### src/rtl/pc_redirect_sequencer.sv
// -----------------------------------------------------------------------------
// pc_redirect_sequencer
//
// Purpose:
//   Owns the fetch-stage PC register of an RV32I 5-stage pipeline and picks
//   the next PC. The choices are PC+4, the branch/JAL target from the
//   EX-stage target adder, or the JALR result from the EX-stage ALU.
//   It arbitrates between a hazard-unit stall and an EX-stage redirect, and
//   it issues flushD/flushE when a redirect is taken. After reset it holds a
//   one-cycle fetch bubble. It also counts accepted redirects in a
//   saturating counter for performance monitoring.
//
// Optional feature (macro PC_MISALIGN_TRAP_EN):
//   defined   - a redirect whose target has bits [1:0] != 0 loads TRAP_VEC
//               instead of the target. misalignF pulses for one cycle,
//               together with the PCF update.
//   undefined - target bits [1:0] are forced to 00 before the load, and
//               misalignF is tied to 0.
//
// Ports:
//   clk          in   1      rising-edge clock
//   reset        in   1      synchronous, active-high reset
//   stallF       in   1      hazard unit: hold PCF
//   pcSrcE       in   2      00 seq, 01 PCTargetE, 10 ALUResultE, 11 seq
//   PCTargetE    in   32     branch/JAL target
//   ALUResultE   in   32     JALR target
//   PCF          out  32     current fetch PC (registered)
//   PCPlus4F     out  32     PCF + 4, modulo 2^32
//   fetchValidF  out  1      instruction at PCF is to be issued
//   flushD       out  1      squash IF/ID register
//   flushE       out  1      squash ID/EX register
//   redirectCnt  out  CNT_W  accepted redirects, saturating
//   misalignF    out  1      misaligned-redirect trap pulse
// -----------------------------------------------------------------------------
module pc_redirect_sequencer #(
    parameter logic [31:0] RESET_VEC = 32'h0000_0000,
    parameter logic [31:0] TRAP_VEC  = 32'h0000_0100,
    parameter int          CNT_W     = 16
) (
    input  logic             clk,
    input  logic             reset,
    input  logic             stallF,
    input  logic [1:0]       pcSrcE,
    input  logic [31:0]      PCTargetE,
    input  logic [31:0]      ALUResultE,
    output logic [31:0]      PCF,
    output logic [31:0]      PCPlus4F,
    output logic             fetchValidF,
    output logic             flushD,
    output logic             flushE,
    output logic [CNT_W-1:0] redirectCnt,
    output logic             misalignF
);

    typedef enum logic [1:0] {
        ST_BOOT  = 2'd0,
        ST_RUN   = 2'd1,
        ST_REDIR = 2'd2
    } state_t;

    state_t           r_state;
    state_t           w_next_state;
    logic [31:0]      r_pc;
    logic [CNT_W-1:0] r_cnt;
    logic             w_active;
    logic             w_redirect;
    logic [31:0]      w_target;
    logic [31:0]      w_redir_pc;
    logic [31:0]      w_next_pc;

    // While reset is high, nothing is active. An in-flight redirect is
    // dropped and causes no flush.
    assign w_active   = !reset && (r_state != ST_BOOT);
    assign w_redirect = w_active && ((pcSrcE == 2'b01) || (pcSrcE == 2'b10));
    assign w_target   = (pcSrcE == 2'b01) ? PCTargetE : ALUResultE;

`ifdef PC_MISALIGN_TRAP_EN
    logic w_misaligned;
    logic r_misalign;

    assign w_misaligned = (w_target[1:0] != 2'b00);
    assign w_redir_pc   = w_misaligned ? TRAP_VEC : w_target;

    // The pulse is registered so that it lines up with the PCF load.
    always_ff @(posedge clk) begin
        if (reset) begin
            r_misalign <= 1'b0;
        end else begin
            r_misalign <= w_redirect && w_misaligned;
        end
    end

    assign misalignF = r_misalign;
`else
    logic w_unused_trap;

    assign w_redir_pc    = {w_target[31:2], 2'b00};
    assign w_unused_trap = ^{TRAP_VEC, w_target[1:0]};
    assign misalignF     = 1'b0;
`endif

    // A redirect beats a stall. BOOT holds the reset vector for one cycle.
    always_comb begin
        w_next_pc = r_pc;
        if (w_redirect) begin
            w_next_pc = w_redir_pc;
        end else if (r_state != ST_BOOT && !stallF) begin
            w_next_pc = r_pc + 32'd4;
        end
    end

    // State register.
    always_ff @(posedge clk) begin
        if (reset) begin
            r_state <= ST_BOOT;
        end else begin
            r_state <= w_next_state;
        end
    end

    // Next-state logic.
    always_comb begin
        w_next_state = ST_BOOT;
        case (r_state)
            ST_BOOT:  w_next_state = ST_RUN;
            ST_RUN,
            ST_REDIR: w_next_state = w_redirect ? ST_REDIR : ST_RUN;
            default:  w_next_state = ST_BOOT;
        endcase
    end

    // Output logic.
    always_comb begin
        fetchValidF = w_active;
        flushD      = w_redirect;
        flushE      = w_redirect;
    end

    // PC register and saturating redirect counter.
    always_ff @(posedge clk) begin
        if (reset) begin
            r_pc  <= RESET_VEC;
            r_cnt <= '0;
        end else begin
            r_pc <= w_next_pc;
            if (w_redirect && (r_cnt != {CNT_W{1'b1}})) begin
                r_cnt <= r_cnt + CNT_W'(1);
            end
        end
    end

    assign PCF         = r_pc;
    assign PCPlus4F    = r_pc + 32'd4;
    assign redirectCnt = r_cnt;

endmodule

### config.mk
export PLATFORM = sky130hd
export DESIGN_NAME = pc_redirect_sequencer
export DESIGN_NICKNAME = d
export VERILOG_FILES = /design/src/rtl/pc_redirect_sequencer.sv
export SDC_FILE = /design/constraint.sdc
export NUM_CORES = 1
export LEC_CHECK = 0
export CORE_UTILIZATION = 47
export CTS_BUF_LIST = sky130_fd_sc_hd__clkbuf_8
export CTS_CLUSTER_SIZE = 8
export DETAILED_ROUTE_END_ITERATION = 8
export HOLD_SLACK_MARGIN = 0.03
export PLACE_DENSITY = 0.89
export REMOVE_ABC_BUFFERS = 1
export SYNTH_ARGS = -nofsm -noshare
export SYNTH_HDL_FRONTEND = slang
export SYNTH_SLANG_ARGS = --single-unit
### constraint.sdc
create_clock -name clk -period 5.8 [get_ports clk]
set_clock_uncertainty 0.1 [all_clocks]
set_input_delay 1.16 -clock clk [delete_from_list [all_inputs] [get_ports clk]]
set_output_delay 1.16 -clock clk [all_outputs]
set_load 0.005 [all_outputs]
==> flow_metrics.tcl <==
set metrics [dict create \
    status "complete, no violations" \
    grt_max_degree 57 \
    power_density_nw_per_um2 176.4 \
    start_kind "primary input" \
    dieArea_um2 7533 \
    rsz0062_at_grt "no" \
    max-slew-margin-rel_pct 32.51 \
    grtUsageTotal_pct 26.21 \
    cts.sink_count 48 \
    irDropWorstVdd_uv 127.4 \
    synth-async-reset-ratio_pct 0 \
    leakage_uw 0.001672 \
    syn-instance-count 414 \
    yosysWarnings 0 \
    cts_root_buf "clkbuf_8" \
    cts.repair.resized 0 \
    h-tree-depth 2 \
    cp_max_fo 11 \
    final-max-slew-violation-count 0 \
    fmax_ghz 0.2304 \
    drt-vias-per-instance 5.561 \
    finalCriticalPeriod_ns 4.341 \
    area_growth_pct 45.32 \
    grt_pass1_vias 3363 \
    path_clk_slew_ns 0.09 \
    synth-edff-count 0 \
    core-area_um2 6869 \
    numCtsBuffers 5 \
    filler_cell_count 545 \
    gp_congestion 0.7854 \
    clock_path_buffers 2 \
    clk_latency_ns 0.30 \
    drc 0 \
    dr.pass1.iters 4 \
    power_frac_seq_pct 43.9 \
    wl_per_cell_um 15.48 \
    routed_wl_um 9739 \
    p_int_uw 646.3 \
    synthSimpleGateAreaFrac_pct 29.88 \
    finalCritPeriodShare_pct 74.85 \
    syn_area_um2 3379 \
    switching_share_pct 25.40 \
    p_clk_share_pct 32.2 \
    fin_nets 607 \
    io_pins 153 \
    comb_power_share_pct 23.8 \
    grt_pass1_wl_um 15910 \
    drt_iter0_drc 222 \
    ys_seq_area_share_pct 28.43 \
    synthMuxAreaShare_pct 2.369 \
    setup_tns_ns 0 \
    grt_antenna_before_repair 0 \
    end_kind "output port" \
    placedCellCount 622 \
    port_buffers 143 \
    synth.avg_cell_area_um2 8.163 \
    drv_cap 0 \
    synth_compound_area_share_pct 13.96 \
    synthFlopType "dfxtp_1" \
    cts_setup_buffers 0 \
    dp_hpwl_um 7121 \
    rows 30 \
    fp.dieH_um 86.80 \
    vias 3498 \
    drtAntennaViolNets 0 \
    finalSetupViolations 0 \
    synth_top_family_by_area "simple AND/OR/NAND/NOR gates" \
    cp_data_arrival_time_ns 3.08 \
    synth.distinct_cells 46 \
    cts-hold-fix-buffers 0 \
    grt_overflow_total 0 \
    worstMarginPinSlew_ns 1.012 \
    synth_fa_ha_area_share_pct 1.851 \
    cts_tree "done" \
    finalHoldViolCount 0 \
    worst_slack_ns 1.459 \
    fin_cells 629 \
    initial_utilization_pct 49.20 \
    dpl_worst_slack_ns 1.468 \
    synth-seq-cells 48 \
    crit_type "in2out" \
    synth-xor-area-share_pct 17.36 \
    fp.dieW_um 86.80 \
    hold_path.class "reg2reg" \
    cp.required_ns 4.54 \
    layout-drive-gt1-share_pct 4.690 \
    p_sw_uw 220.0 \
    antennaDiodeCount 0 \
]
-- routing by layer --
metal  vias up  global-route usage, %  share of wire [%]
met5         -                      0                  0
met4         0                  8.788                2.2
met3        18                  4.190                5.7
met2       132                  46.10                 49
met1      1633                  32.42                 43
li1       1715                      -                  -
-- metrics by stage --
step	hold slack, ns	util, %	cell area, µm²	power [µW]
3_5_place_dp	0.4302	69.62	4782	593.6
6_report	0.4492	71.49	4911	866.3
3_3_place_gp	0.4113	69.62	4782	586.9
5_1_grt	0.4905	71.49	4911	907.2
4_1_cts	0.4476	71.49	4911	871.9
2_1_floorplan	0.4014	-	3217	456.3
-- critical path, stage by stage --
cell	delay, ns
clkdlybuf4s50_1	0.46
inv_1	0.04
ha_2	0.25
or3_2	0.44
inv_2	0.19
clkdlybuf4s50_1	0.54
-- layout make-up --
class	instances	area, µm²	share of cell area [%]
repair buffers	145	1441	29.35
clock buffers	5	68.82	1.401
clock inverters	2	60.06	1.223
inverters	7	26.28	0.5350
well taps	96	120.1	2.446
multi-input cells	326	2233	45.48
flip-flops and latches	48	960.9	19.57
-- state kept, by name (all words and copies together) (netlist names) --
name	cells
PCF	30
redirectCnt	16
r_state	2
-- cells in the final DEF, fill, tap and decap left out, types with 2 or more instances in the layout --
cell type	netlist	routed
nor3b_1	3	3
buf_4	7	2
a21oi_1	3	3
a211oi_1	43	43
nand3_1	21	21
nor2_1	32	32
nor4_2	2	2
o21ai_0	5	5
mux2i_1	8	8
bufinv_16	0	2
xor2_1	35	35
o22ai_1	4	4
nor4_1	4	4
dfxtp_1	48	48
nand2_1	28	28
clkbuf_8	0	5
or3_1	4	3
inv_1	6	6
conb_1	1	5
nand4_4	2	2
nor2b_1	22	22
clkdlybuf4s50_1	0	142
and3_1	8	8
o211ai_1	2	2
and4_1	5	5
xnor2_1	32	32
a311oi_1	5	5
ha_1	5	4
nand4_1	20	20
or2_2	2	2
nor3_1	13	13
-- synthesized netlist by cell type (6+ instances only) --
library cell / n / area (µm²)
dfxtp_1: 48 / 960.9
a211oi_1: 43 / 322.8
xor2_1: 35 / 306.5
nor2_1: 32 / 120.1
xnor2_1: 32 / 280.3
nand2_1: 28 / 105.1
nor2b_1: 22 / 137.6
nand3_1: 21 / 105.1
nand4_1: 20 / 125.1
clkbuf_1: 19 / 71.32
nor3_1: 13 / 65.06
buf_2: 9 / 45.04
and3_1: 8 / 50.05
mux2i_1: 8 / 80.08
buf_4: 7 / 52.55
inv_1: 6 / 22.52
-- path summary, 6_finish.rpt --
kind              depth (start not counted)                          end  slack [ns]                   from
hold / removal                            2          PCF[3]$_SDFFE_PP0P_        0.45    PCF[3]$_SDFFE_PP0P_
setup reg to reg                          8  redirectCnt[4]$_SDFFE_PP0P_        3.26  r_state[0]$_SDFF_PP0_
hold reg to reg                           2          PCF[3]$_SDFFE_PP0P_        0.45    PCF[3]$_SDFFE_PP0P_
setup / recovery                          6                       flushD        1.46              pcSrcE[1]
-- power by group through the flow --
stage          Clock, µW  Combinational, µW  Sequential (µW)
2_1_floorplan          0               73.8              383
3_3_place_gp           0                201              386
3_5_place_dp           0                206              387
4_1_cts              284                207              380
5_1_grt              299                223              385
6_report             279                206              381
-- cells by family (layout without fill, tap and decap cells) --
| group | Yosys count | after routing |
|---|---|---|
| buf+inv | 44 | 159 |
| compound gates | 65 | 65 |
| mux | 8 | 8 |
| fa+ha+maj | 5 | 5 |
| other cells | 1 | 5 |
| simple gates | 176 | 176 |
| flops | 48 | 48 |
| xor+xnor | 67 | 67 |
Power figures use the tool's default switching activity.
